File: src/rtl/uart_rx_frontend_pkg.sv
// Shared UART definitions: default parameters,
// receiver FSM encoding and small helpers.
package uart_rx_frontend_pkg;

  localparam int DBIT_DEF     = 8;
  localparam int SB_TICK_DEF  = 16;
  localparam int DVSR_DEF     = 326;
  localparam int DVSR_BIT_DEF = 9;

  typedef enum logic [1:0] {
    ST_IDLE  = 2'd0,
    ST_START = 2'd1,
    ST_DATA  = 2'd2,
    ST_STOP  = 2'd3
  } rx_state_e;

  function automatic logic maj3(
    input logic [2:0] v
  );
    return (v[0] & v[1]) |
           (v[0] & v[2]) |
           (v[1] & v[2]);
  endfunction

endpackage

File: src/rtl/baud_tick_gen.sv
// Free-running oversample tick generator,
// one-cycle tick every DVSR clocks.
module baud_tick_gen
  import uart_rx_frontend_pkg::*;
#(
  parameter int DVSR     = DVSR_DEF,
  parameter int DVSR_BIT = DVSR_BIT_DEF
) (
  input  logic i_clk,
  input  logic i_reset,
  output logic o_tick
);

  localparam logic [DVSR_BIT-1:0] LAST =
    DVSR_BIT'(DVSR - 1);

  logic [DVSR_BIT-1:0] cnt_q;
  logic [DVSR_BIT-1:0] cnt_d;

  always_comb begin
    cnt_d = cnt_q + 1'b1;
    if (cnt_q == LAST) begin
      cnt_d = '0;
    end
  end

  always_ff @(posedge i_clk) begin
    if (!i_reset) begin
      cnt_q <= '0;
    end else begin
      cnt_q <= cnt_d;
    end
  end

  assign o_tick = (cnt_q == LAST);

endmodule

File: src/rtl/uart_rx_frontend.sv
// UART receiver front end: synchronizer,
// 16x oversampling FSM, majority-voted data bits.
module uart_rx_frontend
  import uart_rx_frontend_pkg::*;
#(
  parameter int DBIT     = DBIT_DEF,
  parameter int SB_TICK  = SB_TICK_DEF,
  parameter int DVSR     = DVSR_DEF,
  parameter int DVSR_BIT = DVSR_BIT_DEF
) (
  input  logic            i_clk,
  input  logic            i_reset,
  input  logic            i_rx,
  output logic [DBIT-1:0] o_data,
  output logic            o_rx_done_tick,
  output logic            o_frame_err,
  output logic            o_busy
);

  localparam int NW =
    (DBIT > 1) ? $clog2(DBIT) : 1;
  localparam logic [NW-1:0] N_LAST =
    NW'(DBIT - 1);
  localparam logic [3:0] S_MID =
    4'(SB_TICK / 2);
  localparam logic [3:0] S_END =
    4'(SB_TICK - 1);

  logic tick;

  baud_tick_gen #(
    .DVSR     (DVSR),
    .DVSR_BIT (DVSR_BIT)
  ) u_tick (
    .i_clk   (i_clk),
    .i_reset (i_reset),
    .o_tick  (tick)
  );

  logic rx_meta_q;
  logic rx_sync_q;
  logic [1:0] fill_q;
  logic armed_q, armed_d;

  rx_state_e state_q, state_d;
  logic [3:0] s_q, s_d;
  logic [NW-1:0] n_q, n_d;
  logic [DBIT-1:0] b_q, b_d;
  logic [2:0] smp_q, smp_d;
  logic stop_q, stop_d;
  logic stop_ok;
  logic [DBIT-1:0] data_q, data_d;
  logic done_q, done_d;
  logic ferr_q, ferr_d;
  logic busy_q;

  // Starts are only armed once the real line,
  // not the synchronizer reset value, reads high.
  assign armed_d = armed_q |
    (fill_q[1] & rx_sync_q);

  always_comb begin
    state_d = state_q;
    s_d     = s_q;
    n_d     = n_q;
    b_d     = b_q;
    smp_d   = smp_q;
    stop_d  = stop_q;
    stop_ok = stop_q;
    data_d  = data_q;
    done_d  = 1'b0;
    ferr_d  = 1'b0;
    unique case (state_q)
      ST_IDLE: begin
        if (armed_q && !rx_sync_q) begin
          state_d = ST_START;
          s_d     = '0;
        end
      end
      ST_START: begin
        if (tick) begin
          s_d = s_q + 4'd1;
          if (s_q == 4'd7) begin
            s_d = '0;
            n_d = '0;
            state_d = rx_sync_q ?
              ST_IDLE : ST_DATA;
          end
        end
      end
      ST_DATA: begin
        if (tick) begin
          s_d = s_q + 4'd1;
          if (s_q == 4'd7) smp_d[0] = rx_sync_q;
          if (s_q == 4'd8) smp_d[1] = rx_sync_q;
          if (s_q == 4'd9) smp_d[2] = rx_sync_q;
          if (s_q == 4'd15) begin
            s_d = '0;
            b_d = {maj3(smp_q), b_q[DBIT-1:1]};
            if (n_q == N_LAST) begin
              state_d = ST_STOP;
            end else begin
              n_d = n_q + NW'(1);
            end
          end
        end
      end
      ST_STOP: begin
        if (tick) begin
          s_d = s_q + 4'd1;
          if (s_q == S_MID) begin
            stop_d  = rx_sync_q;
            stop_ok = rx_sync_q;
          end
          if (s_q == S_END) begin
            s_d     = '0;
            state_d = ST_IDLE;
            if (stop_ok) begin
              data_d = b_q;
              done_d = 1'b1;
            end else begin
              ferr_d = 1'b1;
            end
          end
        end
      end
      default: state_d = ST_IDLE;
    endcase
  end

  always_ff @(posedge i_clk) begin
    if (!i_reset) begin
      rx_meta_q <= 1'b1;
      rx_sync_q <= 1'b1;
      fill_q    <= '0;
      armed_q   <= 1'b0;
      state_q   <= ST_IDLE;
      s_q       <= '0;
      n_q       <= '0;
      b_q       <= '0;
      smp_q     <= '0;
      stop_q    <= 1'b0;
      data_q    <= '0;
      done_q    <= 1'b0;
      ferr_q    <= 1'b0;
      busy_q    <= 1'b0;
    end else begin
      rx_meta_q <= i_rx;
      rx_sync_q <= rx_meta_q;
      fill_q    <= {fill_q[0], 1'b1};
      armed_q   <= armed_d;
      state_q   <= state_d;
      s_q       <= s_d;
      n_q       <= n_d;
      b_q       <= b_d;
      smp_q     <= smp_d;
      stop_q    <= stop_d;
      data_q    <= data_d;
      done_q    <= done_d;
      ferr_q    <= ferr_d;
      busy_q    <= (state_d != ST_IDLE);
    end
  end

  assign o_data         = data_q;
  assign o_rx_done_tick = done_q;
  assign o_frame_err    = ferr_q;
  assign o_busy         = busy_q;

endmodule

File: config.mk
export PLATFORM = sky130hd
export DESIGN_NAME = uart_rx_frontend
export DESIGN_NICKNAME = d
export VERILOG_FILES = /design/src/rtl/uart_rx_frontend_pkg.sv /design/src/rtl/baud_tick_gen.sv /design/src/rtl/uart_rx_frontend.sv
export SDC_FILE = /design/constraint.sdc
export NUM_CORES = 1
export LEC_CHECK = 0
export ABC_CLOCK_PERIOD_IN_PS = 3300
export CAP_MARGIN = 20
export CORE_UTILIZATION = 45
export DETAILED_ROUTE_END_ITERATION = 8
export GPL_TIMING_DRIVEN = 1
export PLACE_DENSITY = 0.65
export SYNTH_ARGS = -nofsm -noshare
export SYNTH_HDL_FRONTEND = slang
export SYNTH_SLANG_ARGS = --single-unit
File: constraint.sdc
create_clock -name i_clk -period 3.3 [get_ports i_clk]
set_input_delay 0.66 -clock i_clk [delete_from_list [all_inputs] [get_ports i_clk]]
set_output_delay 0.66 -clock i_clk [all_outputs]
set_load 0.02 [all_outputs]
==> results of run 1 <==
[Yosys cell counts (5+ instances only)]
cell                       instances  area share
sky130_fd_sc_hd__o21ai_0           5       0.013
sky130_fd_sc_hd__ha_1              7       0.044
sky130_fd_sc_hd__nand3_1           7       0.018
sky130_fd_sc_hd__nor2_1           24       0.045
sky130_fd_sc_hd__xnor2_1           5       0.022
sky130_fd_sc_hd__nand2_1          38       0.071
sky130_fd_sc_hd__inv_1             5      0.0094
sky130_fd_sc_hd__clkbuf_1          8       0.015
sky130_fd_sc_hd__a21oi_1          12       0.030
sky130_fd_sc_hd__nor3_1            5       0.013
sky130_fd_sc_hd__dfxtp_1          46        0.46
sky130_fd_sc_hd__mux2i_1          13       0.065
[worst max-delay path, stage by stage (launching register included)]
cell	delay [ns]
sky130_fd_sc_hd__dfxtp_1	0.44
sky130_fd_sc_hd__nand4b_1	0.53
sky130_fd_sc_hd__or2_0	0.54
sky130_fd_sc_hd__nor4_2	0.31
sky130_fd_sc_hd__buf_4	0.24
sky130_fd_sc_hd__mux2i_1	0.20
[how the worst min path moves through the flow]
stage / end / start / slack (ns) / cells past startpoint
2_1_floorplan: rx_sync_q$_SDFF_PN1_ / rx_meta_q$_SDFF_PN1_ / 0.39 / 1
4_1_cts: rx_sync_q$_SDFF_PN1_ / rx_meta_q$_SDFF_PN1_ / 0.42 / 1
3_3_place_gp: rx_sync_q$_SDFF_PN1_ / rx_meta_q$_SDFF_PN1_ / 0.39 / 1
3_5_place_dp: rx_sync_q$_SDFF_PN1_ / rx_meta_q$_SDFF_PN1_ / 0.40 / 1
6_report: rx_sync_q$_SDFF_PN1_ / rx_meta_q$_SDFF_PN1_ / 0.41 / 1
5_1_grt: fill_q[1]$_SDFF_PN0_ / fill_q[0]$_DFF_P_ / 0.45 / 1
[registers in the layout, summed over array words and instances, names as in the netlist]
| signal | count |
|---|---|
| n_q | 3 |
| rx_meta_q | 1 |
| fill_q | 2 |
| rx_sync_q | 1 |
| u_tick.cnt_q | 9 |
| armed_q | 1 |
| state_q | 2 |
| stop_q | 1 |
| o_busy | 1 |
| smp_q | 3 |
| o_frame_err | 1 |
| o_data | 8 |
| s_q | 4 |
| o_rx_done_tick | 1 |
| b_q | 8 |
[routing by layer]
layer | vias up | global-route usage | wire length (µm)
li1 | 789 | - | -
met1 | 686 | 0.224 | 1860
met2 | 26 | 0.234 | 1450
met3 | 5 | 0.0444 | 119
met4 | 0 | 0.0703 | 46
met5 | - | 0 | 0
[cell type report]
type,instances,area [µm²]
clock buffer,5,68.8
clock inverter,3,40.0
fill,392,1880
inverter,5,18.8
multi-input combinational,161,1010
sequential,46,921
tap,50,62.6
timing repair buffer,15,145
[per-stage QoR]
| step | util | area [µm²] | total power [µW] | hold WS, ns |
|---|---|---|---|---|
| floorplan | - | 2000 | 603 | 0.386 |
| global placement | 0.520 | 2150 | 611 | 0.390 |
| detailed placement | 0.520 | 2150 | 611 | 0.396 |
| CTS | 0.546 | 2260 | 1020 | 0.416 |
| global route | 0.546 | 2260 | 1040 | 0.447 |
| finish | 0.546 | 2260 | 1000 | 0.411 |
[cells by family (layout without fill, tap and decap cells)]
logic type,Yosys count,after routing,share of synthesized area
AND/OR/NAND/NOR,103,103,0.260
flip-flops,46,46,0.461
AO/OA/AOI/OAI,29,29,0.0952
buffers and inverters,17,28,0.0351
multiplexers,13,13,0.0651
adder cells (fa/ha/maj),8,8,0.0488
XOR/XNOR,8,8,0.0351
[where the power goes]
group	switching, µW	internal [µW]
Sequential	5.62	561
Clock	184	223
Combinational	19.7	11.3
==> run summary, run 1 <==
The run gives 2 as the maximum level of the CTS H-tree. The wire length of the first global-routing pass was 5.62 mm; the clock sink count was 46. The logs give 0 for the final count of pins violating max slew and 14 for the top-level port count. The logs give 0 for the leftover overflow at the end of global routing and 2.56 ns for the critical path data arrival time. The ratio of final minimum period to clock period was 0.707; the overall global routing resource usage was 0.162. The run gives 0 ns as the post-route setup TNS. The worst register-to-register path begins at u_tick.cnt_q[2]$_SDFF_PP0_. The number of nets in the synthesized netlist is 234.

The number of hold-slack violations in the final timing report came out at 0. The number of non-filler instances in the completed layout is 285. The floorplan step defined a die boundary enclosing 4710 µm².

The run gives 5 as the length of the first detailed-routing pass in iterations. The part of the Yosys area used for sequential elements came out at 0.461. Once detail routing completed, the nets flagged for antenna violations numbered 0. For this run, design rule violations remaining after detail routing come to 0. In this run the static leakage power is 0.000758 µW. After detailed routing, the average wire length per cell comes to 12.2 µm. The region available for standard cell placement spans 4140 µm².

Critical path class: flop to flop. Yosys mapped a number of flops with a built-in enable equal to 0. At the end of routability-driven placement, the weighted congestion stood at 0.776. The tools report the hold buffer count at cts as 0. A synthesized cell averages 8.92 µm². The number of design-rule violations left by the first detailed-router iteration came out at 123. In this run the worst hold path is classified as flop to flop. The run gives 42 as the count of different cell masters after synthesis.

The cell area that synthesis handed to floorplanning was 2000 µm². Counting cells, the worst reg-to-reg path comes to 5. The worst setup path is launched from a flop. The share of cells above drive strength 1 was 0.0638; the number of instances in the placed design was 277. The number of buffers created by CTS came out at 5. After the last flow step, the layout net total stands at 244. Final setup slack of the worst path: 0.966 ns. For the number of global-route vias before repair, the log shows 1255.

During placement, the flow inserted port buffers numbering 13. Post-CTS repair changed the size of 0 cells. In this run the core area contains 23 standard-cell rows. The overall via count from detail_route came out at 1506. The tools report the start point of the critical path as u_tick.cnt_q[2]$_SDFF_PP0_.

Prior to clock tree synthesis, the placed netlist has a worst setup slack of 1.01 ns. Power spread over the standard cell area amounts to 444 nW/µm². The cell count after synthesis came out at 224. The total of endpoints with negative setup slack in the final report came out at 0. The flow ran to the end, and the final reports show no timing, DRC or antenna violations. The width of the chip works out to 68.6 µm.

Leaving out fill and tap cells, the most frequent cell in the layout is sky130_fd_sc_hd__dfxtp_1. The worst setup path is captured at a flop. After synthesis the netlist holds a flip-flop and latch count of 46. The logs give 0 for the number of post-CTS setup repair buffers and 27 for the maximum number of pins on one net before global-route repair.

The number of antenna violations at the first check in global routing was 0. The transition time at the pin with the least slew margin was 0.636 ns. The area growth from synthesis to layout works out to 13.3%. Setup repair after global routing left no endpoint under its margin. The run gives 0.29 ns as the clock network latency to the later pin of the worst-skew pair. TritonCTS built the clock tree. CTS placed an instance of sky130_fd_sc_hd__clkbuf_8 at the clock tree root. The starting utilization of the core area is 0.482. Measured along the y axis, the die boundary spans 68.6 µm.

The clock-pin slew of the registers on the worst-case setup and hold paths was 0.08 ns; the largest driver fanout on the critical path was 13. Among all flip-flop cells after synthesis, the most frequent one is sky130_fd_sc_hd__dfxtp_1. The tools report the total routed wirelength as 3.48 mm.

The longest clock path from root to sink contains 2 buffers. The worst register-to-register path ends at o_data[4]$_SDFFE_PN0P_. The library cells used most frequently in the layout, excluding fill and tap cells, are 46 x sky130_fd_sc_hd__dfxtp_1, 38 x sky130_fd_sc_hd__nand2_1, 24 x sky130_fd_sc_hd__nor2_1, 13 x sky130_fd_sc_hd__mux2i_1, 13 x sky130_fd_sc_hd__clkdlybuf4s50_1. Yosys printed 0 warnings. The worst register-to-register path has a setup slack of 0.97 ns. The post-synthesis async set-or-reset flop share came out at 0. Final critical-path required period: 2.33 ns.

The required time at the worst-slack endpoint is 3.52 ns, and the number of antenna diodes is 0. For the maximum operating frequency, the log shows 428 MHz. The clock arrives with 0.00493 ns of skew.

The placed wire-length estimate is 2.34 mm, and the maximum vdd ir drop is 0.335 mV. After detailed routing, the number of vias per cell comes to 5.28. The tools report the worst slew slack as a fraction of its limit as 0.575. The number of max-cap violations is 0.

The tools report the worst setup path endpoint as o_data[4]$_SDFFE_PN0P_.
No activity file was read; power rests on OpenSTA's default activity.
==> inputs of run 2 (changes only) <==
--- a/config.mk
+++ b/config.mk
@@ -5,12 +5,12 @@
 export SDC_FILE = /design/constraint.sdc
 export NUM_CORES = 1
 export LEC_CHECK = 0
-export ABC_CLOCK_PERIOD_IN_PS = 3300
+export ABC_CLOCK_PERIOD_IN_PS = 1900
 export CAP_MARGIN = 20
 export CORE_UTILIZATION = 45
 export DETAILED_ROUTE_END_ITERATION = 8
 export GPL_TIMING_DRIVEN = 1
-export PLACE_DENSITY = 0.65
+export PLACE_DENSITY = 0.67
 export SYNTH_ARGS = -nofsm -noshare
 export SYNTH_HDL_FRONTEND = slang
 export SYNTH_SLANG_ARGS = --single-unit
==> constraint.sdc (replaced) <==
create_clock -name i_clk -period 1.9 [get_ports i_clk]
set_input_delay 0.38 -clock i_clk [delete_from_list [all_inputs] [get_ports i_clk]]
set_output_delay 0.38 -clock i_clk [all_outputs]
set_load 0.02 [all_outputs]
==> run 2 against run 1 <==
  * Critical path depth rose by 2
  * Largest power group unchanged
  * Register-to-register slack lost 1.1 ns
  * Clock power up 49%
  * Worst setup slack worse by 1.1 ns
  * The run now ends with negative setup slack left
  * Power increased by 67%
  * Clock skew is 0.0022 ns higher
  * Via count grew 5.6%
==> run summary, run 2 (synthesis gave the netlist of run 1 again) <==
The global placer's final weighted congestion is 0.887 (+14%), and the met3 wire length is 119 µm (unchanged). The tools report the share of power burned in registers as 0.585 (+0.021). Cell family contributing the most delay on the critical path: simple AND/OR/NAND/NOR gates.

The start point of the critical path was u_tick.cnt_q[1]$_SDFF_PP0_. The length of the first detailed-routing pass in iterations was 6 (+1); the required time at the worst-slack endpoint was 2.14 ns (-1.38 ns). For the number of antenna violations at the first check in global routing, the log shows 0 (unchanged).

The worst register-to-register path begins at u_tick.cnt_q[1]$_SDFF_PP0_. The tools report the number of non-filler instances in the completed layout as 308 (+8.1%). The leftover overflow at the end of global routing came out at 0 (unchanged).

The register with the most flip-flops in the final layout is u_tick.cnt_q. The cell count of the worst reg-to-reg path was 7 (+2). The switching part of the total works out to 0.241 (+0.0325). The flip-flop count of the largest register after layout is 9 (unchanged). The width of the chip came out at 68.6 µm (unchanged). Uppermost metal layer occupied by signal nets: met4. The logs give 0 (unchanged) for the total DRC errors in the routed layout and -0.108 ns (-1.07 ns) for the final setup slack of the worst path. The run gives 0 (unchanged) as the number of max-cap violations. The vertical extent of the die was 68.6 µm (unchanged).

The startpoint class of the critical path is a flop. The clock sink count is 46 (unchanged). The overall global routing resource usage was 0.196 (+0.0336); the worst slew slack as a fraction of its limit was 0.725 (+0.150).

The critical path is of the flop to flop type. Final critical-path required period: 2.01 ns (-0.326 ns). Number of instances in the placed design: 298 (+7.6%). Routed wirelength normalized by instance count: 13.6 µm (+12%). The flow ran to the end, but the final reports show violations. The highest cell delay on the worst timing path is 0.49 ns (-0.05 ns).

For this design, the slowest cell found on the critical path is sky130_fd_sc_hd__or4b_4. For the post-route clock skew, the log shows 0.00715 ns (+0.00223 ns). Total number of placement rows: 23 (unchanged). The final count of pins violating max slew was 0 (unchanged); the number of antenna diodes was 0 (unchanged). The signal on the critical path passes through inv_2 -> ha_1 -> or4b_4 -> buf_6 -> a211o_1 -> or4_1 -> a21oi_2. The area inside the core boundary is 4140 µm² (unchanged). Number of port buffers: 13 (unchanged).

The transition time at the pin with the least slew margin is 0.401 ns (-0.235 ns). The tree is rooted in a sky130_fd_sc_hd__clkbuf_8. The logs give 267 (+9.4%) for the final layout net count and 0.000953 µW (+26%) for the leakage component of the power.

The clock-pin slew of the registers on the worst-case setup and hold paths was 0.08 ns (about the same); the worst path buffer plus inverter count was 2 (+1). The logs give 4710 µm² (unchanged) for the area of the die and 0.361 (-0.044) for the clock share of power. The final reports fail on negative setup slack.

The power per cell area was 644 nW/µm² (+45%). In this run the most critical hold path is launched from rx_meta_q$_SDFF_PN1_. The tools report the remaining antenna violation count after routing as 0 (unchanged). The number of buffers created by CTS is 5 (unchanged).

The ratio of final minimum period to clock period works out to 1.06 (+0.350). Worst setup path endpoint: n_q[0]$_SDFFE_PN0P_. The run gives 2.08 mm (+12%) as the detailed-route wire length on metal 1. The logs give 1270 µW (+60%) for the design internal power and 4.19 mm (+21%) for the total routed wirelength. The run gives 0.482 (unchanged) as the starting utilization of the core area. Number of global-route vias before repair: 1451 (+16%). The top cell types in the final layout, fill and taps aside, are 44 x sky130_fd_sc_hd__dfxtp_1, 31 x sky130_fd_sc_hd__nand2_1, 24 x sky130_fd_sc_hd__nor2_1, 20 x sky130_fd_sc_hd__buf_4. The count of cell instances traversed by the critical path works out to 7 (+2). In this run the critical register-to-register path is captured at n_q[0]$_SDFFE_PN0P_.

For the switching power, the log shows 403 µW (+93%). The worst setup path is captured at a flop. The clock network latency to the later pin of the worst-skew pair was 0.31 ns (+0.02 ns). The run gives 1591 (+5.6%) as the overall via count from detail_route. The maximum vdd ir drop is 0.456 mV (+36%), and the post-route core utilization is 0.628 (+0.0818). For the overall power consumption, the log shows 1680 µW (+67%). The maximum level of the CTS H-tree was 2 (unchanged).

The logs give 2.25 ns (-0.31 ns) for the critical path data arrival time and 2 (unchanged) for the maximum count of clock buffers along a single path. The top-level port count came out at 14 (unchanged). The maximum operating frequency is 498 MHz (+16%). Setup repair after global routing could not meet its margin everywhere. The share of cells above drive strength 1 is 0.240 (+0.176). TritonCTS built the clock tree. The wire length of the first global-routing pass was 6.69 mm (+19%). The logs give 0.053 (+0.022) for the proportion of power drawn by combinational gates and 13 (+13) for the total of endpoints with negative setup slack in the final report. The area growth from synthesis to layout was 30.2%.

The tools report the met2 layer wire length in the routed design as 1.87 mm (+29%). In this run the worst hold path is classified as flop to flop. For the placed wire-length estimate, the log shows 2.66 mm (+14%). Flop-to-flop setup slack: -0.11 ns (-1.07 ns). The number of design-rule violations left by the first detailed-router iteration is 134 (+8.9%).

The minimum setup slack after placement came out at -0.0780 ns (-1.08 ns). The post-route setup TNS was -0.783 ns (-0.783 ns); the via density per instance was 5.17 (-2.2%). The maximum number of pins on one net before global-route repair is 16 (-41%), and the number of hold-slack violations in the final timing report is 0 (unchanged). The library cell used most frequently in the layout, excluding fill and tap cells, is sky130_fd_sc_hd__dfxtp_1. The largest driver fanout on the critical path is 8 (-5).
==> run 2: worst register-to-register path, cell delays in order, from the launching register on <==
cell,delay (ns)
sky130_fd_sc_hd__dfxtp_2,0.33
sky130_fd_sc_hd__inv_2,0.04
sky130_fd_sc_hd__ha_1,0.11
sky130_fd_sc_hd__or4b_4,0.49
sky130_fd_sc_hd__buf_6,0.17
sky130_fd_sc_hd__a211o_1,0.26
sky130_fd_sc_hd__or4_1,0.43
sky130_fd_sc_hd__a21oi_2,0.12
==> run 2: what timing repair did <==
item	CTS	global route
hold buffers	0	0
setup buffers	0	1
endpoints found under the setup margin	24	39
pin swaps	6	16
cloned	1	0
gates resized for setup	9	26
==> run 2: worst min path at each step <==
stage	depth (start not counted)	slack, ns	end
after global placement	1	0.39	rx_sync_q$_SDFF_PN1_
after detailed placement	1	0.40	rx_sync_q$_SDFF_PN1_
final	1	0.42	rx_sync_q$_SDFF_PN1_
after floorplan	1	0.39	rx_sync_q$_SDFF_PN1_
after CTS	1	0.43	rx_sync_q$_SDFF_PN1_
after global routing	1	0.46	rx_sync_q$_SDFF_PN1_
==> run 2: routing by layer <==
metal | vias to the layer above | track usage
met1 | 724 | 0.266
met5 | - | 0
met3 | 10 | 0.0493
li1 | 834 | -
met2 | 23 | 0.290
met4 | 0 | 0.0859
==> run 2: stage by stage <==
stage / cell area, µm² / hold slack, ns
finish: 2600 / 0.419
floorplan: 2000 / 0.386
detailed placement: 2330 / 0.402
global route: 2600 / 0.457
global placement: 2330 / 0.390
CTS: 2450 / 0.426
==> run 2: power groups by stage <==
stage	sequential, µW	combinational [µW]	clock [µW]
floorplan	1010	41.3	0
global placement	1000	78.7	0
detailed placement	1000	79.7	0
CTS	982	82.0	625
global route	984	97.2	657
finish	982	89.2	606
==> run 2: final cells by class <==
cell class                      count  area, µm²
Tap cell                           50       62.6
Inverter                            5       18.8
Sequential cell                    46        923
Clock buffer                        5       68.8
Multi-Input combinational cell    161       1160
Fill cell                         365       1540
Clock inverter                      3       18.8
Timing Repair Buffer               38        354
